[src/rtl/axi4_master.sv]
// ---------------------------------------------------------------------------
// axi4_master
//
// Converts simple burst commands from a local client into AXI4 INCR bursts
// with a fixed 4-byte beat size. Only one command is in flight at a time. A
// burst that would cross a 4 KB page is refused before any AXI channel is
// touched.
//
// Ports
//   clk, rst                   single clock, asynchronous active-high reset
//   cmd_valid/cmd_write        command request (sampled only when idle), dir
//   cmd_addr/cmd_len           start byte address, beats minus one
//   busy                       command in progress, through the done cycle
//   wr_data/wr_ready           write beat from client / beat consumed pulse
//   rd_data/rd_valid           registered read beat to client
//   done/err                   completion pulse and its failure flag
//   aw*/w*/b*                  AXI4 write address, data and response channels
//   ar*/r*                     AXI4 read address and data channels
// ---------------------------------------------------------------------------
module axi4_master #(
  parameter int DATA_WIDTH = 32,
  parameter int ADDR_WIDTH = 16
) (
  input  logic                  clk,
  input  logic                  rst,

  input  logic                  cmd_valid,
  input  logic                  cmd_write,
  input  logic [ADDR_WIDTH-1:0] cmd_addr,
  input  logic [7:0]            cmd_len,
  output logic                  busy,

  input  logic [DATA_WIDTH-1:0] wr_data,
  output logic                  wr_ready,
  output logic [DATA_WIDTH-1:0] rd_data,
  output logic                  rd_valid,
  output logic                  done,
  output logic                  err,

  output logic [ADDR_WIDTH-1:0] awaddr,
  output logic [7:0]            awlen,
  output logic                  awvalid,
  input  logic                  awready,

  output logic [DATA_WIDTH-1:0] wdata,
  output logic                  wlast,
  output logic                  wvalid,
  input  logic                  wready,

  input  logic [1:0]            bresp,
  input  logic                  bvalid,
  output logic                  bready,

  output logic [ADDR_WIDTH-1:0] araddr,
  output logic [7:0]            arlen,
  output logic                  arvalid,
  input  logic                  arready,

  input  logic [DATA_WIDTH-1:0] rdata,
  input  logic [1:0]            rresp,
  input  logic                  rlast,
  input  logic                  rvalid,
  output logic                  rready
);

  typedef enum logic [2:0] {
    IDLE,
    W_ADDR,
    W_DATA,
    W_RESP,
    R_ADDR,
    R_DATA
  } state_t;

  state_t                  state;
  logic [7:0]              len_q;
  logic [7:0]              beat_cnt;
  logic                    err_acc;

  logic [ADDR_WIDTH-1:0]   cmd_addr_aligned;
  logic [12:0]             burst_end;
  logic                    crosses_4k;
  logic                    last_beat;
  logic                    r_beat_bad;

  // Beats are always 4 bytes, so the two low address bits are dropped
  // before the address is used anywhere (including the page check).
  assign cmd_addr_aligned = cmd_addr & ~{{(ADDR_WIDTH-2){1'b0}}, 2'b11};

  // One byte past the end of the burst, measured from the start of the
  // 4 KB page. Thirteen bits hold the worst case (0xFFC + 256*4).
  always_comb begin
    burst_end  = {1'b0, cmd_addr_aligned[11:0]}
               + {2'b00, ({1'b0, cmd_len} + 9'd1), 2'b00};
    crosses_4k = (burst_end > 13'd4096);
  end

  // The beat counter is shared by both directions: it marks the beat that
  // must carry wlast on writes and the beat that must carry rlast on reads.
  // A read beat is bad if the slave flags an error or if rlast disagrees
  // with where the counter says the burst ends.
  always_comb begin
    last_beat  = (beat_cnt == len_q);
    r_beat_bad = (rresp != 2'b00) || (rlast != last_beat);
  end

  // The write data path is a straight pass-through of the client's current
  // beat; wvalid is only raised after the AW handshake, so gating on it
  // keeps wdata, wlast and wr_ready quiet outside the data phase and drops
  // them together with wvalid when reset hits mid-burst.
  assign wdata    = wvalid ? wr_data : '0;
  assign wlast    = wvalid && last_beat;
  assign wr_ready = wvalid && wready;

  // Main controller. Every handshake-visible output is a register so the
  // AXI valids cannot glitch and stay put until the slave takes them.
  // done/err/rd_valid are single-cycle pulses and default low each cycle.
  always_ff @(posedge clk or posedge rst) begin
    if (rst) begin
      state    <= IDLE;
      len_q    <= '0;
      beat_cnt <= '0;
      err_acc  <= 1'b0;
      busy     <= 1'b0;
      done     <= 1'b0;
      err      <= 1'b0;
      rd_data  <= '0;
      rd_valid <= 1'b0;
      awaddr   <= '0;
      awlen    <= '0;
      awvalid  <= 1'b0;
      wvalid   <= 1'b0;
      bready   <= 1'b0;
      araddr   <= '0;
      arlen    <= '0;
      arvalid  <= 1'b0;
      rready   <= 1'b0;
    end else begin
      done     <= 1'b0;
      err      <= 1'b0;
      rd_valid <= 1'b0;

      case (state)
        IDLE: begin
          busy <= 1'b0;
          if (cmd_valid) begin
            busy     <= 1'b1;
            len_q    <= cmd_len;
            beat_cnt <= '0;
            err_acc  <= 1'b0;
            if (crosses_4k) begin
              // Refused: finish right away without touching the bus.
              done <= 1'b1;
              err  <= 1'b1;
            end else if (cmd_write) begin
              awaddr  <= cmd_addr_aligned;
              awlen   <= cmd_len;
              awvalid <= 1'b1;
              state   <= W_ADDR;
            end else begin
              araddr  <= cmd_addr_aligned;
              arlen   <= cmd_len;
              arvalid <= 1'b1;
              state   <= R_ADDR;
            end
          end
        end

        W_ADDR: begin
          if (awready) begin
            awvalid <= 1'b0;
            wvalid  <= 1'b1;
            state   <= W_DATA;
          end
        end

        W_DATA: begin
          if (wready) begin
            if (last_beat) begin
              wvalid   <= 1'b0;
              beat_cnt <= '0;
              bready   <= 1'b1;
              state    <= W_RESP;
            end else begin
              beat_cnt <= beat_cnt + 8'd1;
            end
          end
        end

        W_RESP: begin
          if (bvalid) begin
            bready <= 1'b0;
            done   <= 1'b1;
            err    <= (bresp != 2'b00);
            state  <= IDLE;
          end
        end

        R_ADDR: begin
          if (arready) begin
            arvalid <= 1'b0;
            rready  <= 1'b1;
            state   <= R_DATA;
          end
        end

        R_DATA: begin
          if (rvalid) begin
            rd_data  <= rdata;
            rd_valid <= 1'b1;
            if (rlast) begin
              // The slave decides when the burst ends; any disagreement
              // with our own count has already been folded into r_beat_bad.
              rready   <= 1'b0;
              done     <= 1'b1;
              err      <= err_acc | r_beat_bad;
              err_acc  <= 1'b0;
              beat_cnt <= '0;
              state    <= IDLE;
            end else begin
              err_acc  <= err_acc | r_beat_bad;
              beat_cnt <= beat_cnt + 8'd1;
            end
          end
        end

        default: state <= IDLE;
      endcase
    end
  end

endmodule

[config.mk]
export PLATFORM = sky130hd
export DESIGN_NAME = axi4_master
export DESIGN_NICKNAME = d
export VERILOG_FILES = /design/src/rtl/axi4_master.sv
export SDC_FILE = /design/constraint.sdc
export NUM_CORES = 1
export LEC_CHECK = 0
export CORE_ASPECT_RATIO = 0.5
export CORE_MARGIN = 3
export CORE_UTILIZATION = 45
export CTS_BUF_LIST = sky130_fd_sc_hd__clkbuf_2 sky130_fd_sc_hd__clkbuf_4 sky130_fd_sc_hd__clkbuf_8
export DETAILED_ROUTE_END_ITERATION = 8
export DONT_BUFFER_PORTS = 1
export SLEW_MARGIN = 10
export SYNTH_ARGS = -nofsm -noshare
export SYNTH_HDL_FRONTEND = slang
export SYNTH_SLANG_ARGS = --single-unit
[constraint.sdc]
create_clock -name clk -period 8.82 [get_ports clk]
set_input_delay 1.764 -clock clk [delete_from_list [all_inputs] [get_ports clk]]
set_output_delay 1.764 -clock clk [all_outputs]
set_load 0.03 [all_outputs]
==> results.tsv, run 1 <==
stage	metric	value	unit
status	status	finished clean	
detailed_routing	Iteration-0 DRC Markers	149	
sta	total negative slack	0	ps
worst_setup_path	max incr delay on CP	530	ps
cts	clock sink count	105	
power	P_leak	2.77	nW
worst_setup_path	CP max-delay cell	nand4_4	
logic_synthesis	Mapped Area	0.00534	mm2
worst_setup_path	crit path launch type	primary input	
logic_synthesis	synth warn	0	
worst_setup_path	worst path required time	9080	ps
sta	# setup viols final	0	
finish	utilization after layout	0.501	
floorplan	Core Region	0.0113	mm2
detailed_routing	DRC Markers	0	
logic_synthesis	post-synth top area share	0.492	
cts	root buf cell	clkbuf_8	
cts	clock slew at reported path FFs	100	ps
finish	Nets	599	
detailed_routing	via count	3381	
worst_setup_path	Arrival @ worst endpoint	4880	ps
cts	Post-CTS Setup Inserts	0	
cts	cts bufs inserted	9	
floorplan	total die area	0.0133	mm2
sta	Slew Viols, Final	0	
global_routing	grt total ovfl	0	
placement	Port Buffers	0	
sta	skew final	10.7	ps
sta	max_slew headroom	0.309	
power	Power Dens Cells	394	mW/mm2
placement	dpl hpwl	8.39	mm
sta	RSZ-0062 raised after global routing	false	
logic_synthesis	ys flop type	dfrtp_1	
finish	share of cells above drive strength 1	0.166	
sta	slew of the pin with the lowest slew margin	1030	ps
logic_synthesis	sequential area share after synthesis	0.492	
flow_run	MaxCap Viol Count	0	
logic_synthesis	Synth area leader	dfrtp_1	
floorplan	Die Ht	83	um
global_routing	initial antenna violation count	0	
floorplan	Boundary Pins	225	
logic_synthesis	number of synthesized flops with an enable pin	0	
floorplan	initial core utilization	0.473	
logic_synthesis	Post-Synthesis Cells	490	
worst_setup_path	delay-heaviest family, CP	simple AND/OR/NAND/NOR gates	
detailed_routing	Antenna Nets Post-Route	0	
logic_synthesis	Async SR Flop Fraction	1.00	
sta	fin crit period	4620	ps
min_path	Hold Crit Class	reg -> reg	
global_routing	first-pass GRT wire length	19.0	mm
global_routing	Tot GR Track Use	0.176	
floorplan	Placement Rows	27	
floorplan	Die Span X	160	um
detailed_routing	WL final	11.5	mm
sta	final hold violation count	0	
finish	Area Overhead vs Synth	5.96	%
sta	maximum clock rate	0.216	GHz
cts	post-cts hold buffer count	0	
worst_setup_path	most frequent cell on the critical path	ha_1	
global_routing	largest net degree at the start of global routing	73	
cts	CTS H-tree depth	3	
worst_setup_path	crit path max fanout	23	
logic_synthesis	Distinct cells, synth	55	
logic_synthesis	Area contributors post-synth	dfrtp_1 49%, mux2_4 11%, nand2_1 8.2%	
worst_setup_path	Critical Path End Type	register	
finish	Diodes inserted	0	
cts	CTS tree	yes	
worst_setup_path	critical-path cell list	ha_1 > nand3_1 > xnor2_1 > ha_1 > and3_1 > a221oi_2 > mux2i_1 > o211ai_1 > o221ai_4 > nand4_4 > mux2_4	
placement	RePlAce Congestion	0.849	
worst_setup_path	Worst Path Buf+Inv	0	
detailed_routing	DR WL/cell	17.8	um
cts	Worst-Skew Late Latency	370	ps
logic_synthesis	syn_area_per_cell	10.9	um2
sta	period utilization	0.524	
cts	post-CTS sizing	0	
worst_setup_path	Crit Path Class	in -> reg	
power	peak supply drop	0.203	mV
worst_setup_path	Reg2Reg Setup Slack	5920	ps
detailed_routing	Via density	5.23	
detailed_routing	DR pass1 iterations	4	
cts	Bufs on Longest Clock Path	2	
global_routing	vias in the first global route	3569	
logic_synthesis	Yosys reg bits	105	
-- cell type report --
type	count	area, um2
clock buffer	10	138
clock inverter	6	78.8
fill	1010	5630
inverter	10	40.0
multi-input combinational	355	2560
sequential	105	2630
tap	159	199
timing repair buffer	2	15.0
-- worst reg2reg max path, cell delays in order (launching register included) --
cell,delay (ps)
dfrtp_1,610
nor4b_4,1000
nand4_4,660
mux2_4,520
-- cells in the final DEF, fill, tap and decap left out, drive strengths merged, types with 3 or more instances in the layout --
cell type and count:
nand2 117, dfrtp 105, mux2 52, and2 35
nor2 18, xor2 15, ha 13, inv 13
a21oi 11, o21ai 11, clkbuf 10, xnor2 8
nand3 7, a21o 7, nor4 6, nor3 5
mux2i 5, and3 4, nor2b 4, conb 4
nand4 4, o21bai 3, o22ai 3
-- flip-flops by register name (all words and copies together), names as in the netlist, 3 cells and up --
signal,cells
araddr,14
arlen,8
awaddr,14
awlen,8
beat_cnt,8
len_q,8
rd_data,32
state,3
-- where the power goes --
part	total [mW]	leakage (nW)	internal (mW)	switching [mW]
sequential	1.30	1.30	0.699	0.599
clock	0.322	0.111	0.146	0.176
combinational	0.611	1.37	0.300	0.310
total	2.23	2.77	1.15	1.09
-- synth_stat cells (2+ instances only) --
cell        n
o21ai_1     4
xor2_1     15
o21bai_1    3
mux2_4     39
nand2_1   117
ha_1       13
buf_6       4
dfrtp_1   105
mux2_2     13
nor2_1     18
xnor2_1     8
a21oi_1    10
nand3_1     7
nand4_1     3
nor2b_1     4
o31ai_1     2
buf_4       4
o211ai_1    2
o22ai_1     3
and3_1      4
nor4_1      5
and2_1     34
clkbuf_1   11
nor3_1      5
buf_2       3
o21ai_0     7
mux2i_1     5
a21o_1      7
inv_1       9
-- worst paths after layout --
kind / from / to / cells past startpoint
setup / recovery: cmd_len[0] / awaddr[3] / 11
hold / removal: len_q[2] / len_q[2] / 1
setup reg to reg: state[0] / awaddr[3] / 3
hold reg to reg: len_q[2] / len_q[2] / 1
max in group asynchronous: rst / arlen[0] / 2
min in group asynchronous: rst / rd_data[1] / 1
-- per-layer routing --
layer	part of all wire	GRT usage
met4	0.011	0.0441
met1	0.44	0.228
met5	0	0
met3	0.089	0.0772
met2	0.46	0.273
-- logic make-up after synthesis --
group / count (synthesis) / synth area share
compound gates: 48 / 0.0661
fa+ha+maj: 14 / 0.0342
mux: 57 / 0.147
flops: 105 / 0.492
simple gates: 209 / 0.190
buf+inv: 33 / 0.0324
xor+xnor: 23 / 0.0378
other cells: 1 / 0.000703
-- stage by stage --
| stage | power (mW) | worst slack [ps] | std cells | area, um2 | hold WS [ps] |
|---|---|---|---|---|---|
| 4_1_cts | 2.26 | 4190 | 647 | 5650 | 544 |
| 3_3_place_gp | 1.91 | 3820 | 631 | 5440 | 514 |
| 5_1_grt | 2.38 | 4010 | 647 | 5650 | 571 |
| 6_report | 2.23 | 4200 | 647 | 5650 | 534 |
| 3_5_place_dp | 1.93 | 3820 | 631 | 5440 | 518 |
| 2_1_floorplan | 1.80 | 4300 | 493 | 5350 | 501 |
(Power assumes the default switching activity.)
==> inputs of run 2 (changes only) <==
==> constraint.sdc (replaced) <==
create_clock -name clk -period 4.1 [get_ports clk]
set_input_delay 0.82 -clock clk [delete_from_list [all_inputs] [get_ports clk]]
set_output_delay 0.82 -clock clk [all_outputs]
set_load 0.03 [all_outputs]
==> results.tsv, run 2 (synthesis gave the netlist of run 1 again) <==
stage	metric	value	unit
detailed_routing	Via density	5.22	
cts	root buf cell	clkbuf_8	
sta	slew of the pin with the lowest slew margin	931	ps
finish	Area Overhead vs Synth	6.17	%
placement	dpl ws	340	ps
detailed_routing	DRC Markers	0	
global_routing	largest net degree at the start of global routing	78	
power	Seq pwr share	0.591	
cts	clock sink count	105	
floorplan	Core Region	0.0113	mm2
flow_run	MaxCap Viol Count	0	
worst_setup_path	Reg2Reg Launch Point	state[0]	
floorplan	Die Ht	83	um
finish	most flop-heavy register	rd_data	
finish	Nets	603	
finish	max reg flops	32	
detailed_routing	via count	3390	
cts	cts bufs inserted	9	
cts	CTS H-tree depth	3	
worst_setup_path	crit path max fanout	21	
sta	# setup viols final	0	
cts	CTS tree	yes	
power	Comb pwr share	0.283	
worst_setup_path	CP max-delay cell	a31oi_4	
worst_setup_path	most frequent cell on the critical path	xnor2_1	
floorplan	initial core utilization	0.473	
sta	skew final	14.3	ps
floorplan	Placement Rows	27	
finish	biggest regs	rd_data: 32 flops, araddr: 14 flops, awaddr: 14 flops	
worst_setup_path	Worst R2R End	arvalid	
cts	Bufs on Longest Clock Path	2	
cts	post-cts hold buffer count	0	
floorplan	total die area	0.0133	mm2
floorplan	Boundary Pins	225	
global_routing	initial antenna violation count	0	
worst_setup_path	worst path required time	4350	ps
cts	clock slew at reported path FFs	110	ps
worst_setup_path	max incr delay on CP	340	ps
sta	final hold violation count	0	
worst_setup_path	Reg2Reg Depth	7	
placement	Port Buffers	0	
worst_setup_path	Arrival @ worst endpoint	3610	ps
placement	RePlAce Congestion	0.841	
power	Power Dens Cells	833	mW/mm2
sta	max_slew headroom	0.379	
detailed_routing	WL final	11.6	mm
status	status	finished clean	
sta	maximum clock rate	0.297	GHz
global_routing	first-pass GRT wire length	18.9	mm
finish	utilization after layout	0.502	
sta	fin crit period	3370	ps
cts	post-CTS sizing	0	
cts	Worst-Skew Late Latency	370	ps
sta	RSZ-0062 raised after global routing	false	
power	peak supply drop	0.395	mV
power	P_leak	2.79	nW
cts	Post-CTS Setup Inserts	0	
global_routing	grt total ovfl	0	
sta	PnR worst setup slack	733	ps
sta	Slew Viols, Final	0	
sta	Hold WS	535	ps
finish	most common cell after layout, fill and taps aside	nand2_1	
detailed_routing	Iteration-0 DRC Markers	208	
min_path	Hold Crit Class	in -> async	
detailed_routing	DR pass1 iterations	4	
finish	most frequent cells in the layout	117 x nand2_1, 105 x dfrtp_1, 39 x mux2_4	
detailed_routing	DR WL/cell	17.8	um
sta	period utilization	0.821	
power	Int Pwr	2.39	mW
power	Psw	2.33	mW
sta	total negative slack	0	ps
finish	share of cells above drive strength 1	0.171	
power	Total Power	4.72	mW
worst_setup_path	crit path launch type	primary input	
power	Clock Power Share	0.126	
floorplan	Die Span X	160	um
worst_setup_path	Critical Path End Type	register	
worst_setup_path	Reg2Reg Setup Slack	1790	ps
worst_setup_path	Crit Path Class	in -> reg	
finish	Diodes inserted	0	
placement	dpl hpwl	8.51	mm
worst_setup_path	Worst Path Buf+Inv	1	
global_routing	Tot GR Track Use	0.177	
global_routing	vias in the first global route	3577	
worst_setup_path	delay-heaviest family, CP	simple AND/OR/NAND/NOR gates	
detailed_routing	Antenna Nets Post-Route	0	
worst_setup_path	critical-path cell list	and3_1 > nand3_1 > or2_2 > xnor2_1 > ha_1 > o21ai_1 > nor2_1 > a21oi_2 > xnor2_1 > a31oi_4 > nand4_4 > buf_12 > mux2_4	
power	Switching Fraction	0.493	
[run 2: worst max path at each step]
stage	from	endpoint	slack [ps]	cells past startpoint
2_1_floorplan	rst	araddr[10]	520	1
3_3_place_gp	cmd_len[4]	awaddr[4]	430	13
3_5_place_dp	cmd_len[4]	awlen[2]	340	13
4_1_cts	cmd_len[4]	awaddr[3]	740	13
5_1_grt	cmd_len[4]	awaddr[6]	600	13
6_report	cmd_len[4]	awaddr[3]	730	13
[run 2: worst reg2reg max path: stages, from the launching register on]
cell       delay [ps]
dfrtp_1           720
nor2b_1           340
nand2_1           110
o21ai_1           240
a221o_1           270
nor3_1            100
and4b_1           260
a2bb2oi_1         130
[run 2: layout make-up]
| cell class | instances | area (um2) |
|---|---|---|
| Clock buffer | 9 | 124 |
| Sequential cell | 105 | 2630 |
| Multi-Input combinational cell | 355 | 2560 |
| Fill cell | 1008 | 5620 |
| Tap cell | 159 | 199 |
| Clock inverter | 6 | 48.8 |
| Timing Repair Buffer | 6 | 70.1 |
| Inverter | 10 | 40.0 |
[run 2: routing by layer]
metal	up-vias	track usage	share of wire
met5	-	0	0
met4	0	0.0417	0.0054
met3	7	0.0777	0.092
met2	119	0.276	0.46
met1	1631	0.227	0.44
li1	1633	-	-
[run 2: power groups by stage]
stage / Clock [mW] / Sequential [mW] / Combinational [mW]
5_1_grt: 0.671 / 2.88 / 1.49
2_1_floorplan: 0 / 2.62 / 1.25
6_report: 0.593 / 2.79 / 1.33
4_1_cts: 0.622 / 2.81 / 1.35
3_5_place_dp: 0 / 2.81 / 1.35
3_3_place_gp: 0 / 2.82 / 1.31
[run 2: through the flow]
step | instances | cell area [um2]
after floorplan | 493 | 5350
after global placement | 635 | 5490
after detailed placement | 635 | 5490
after CTS | 650 | 5670
after global routing | 650 | 5670
final | 650 | 5670
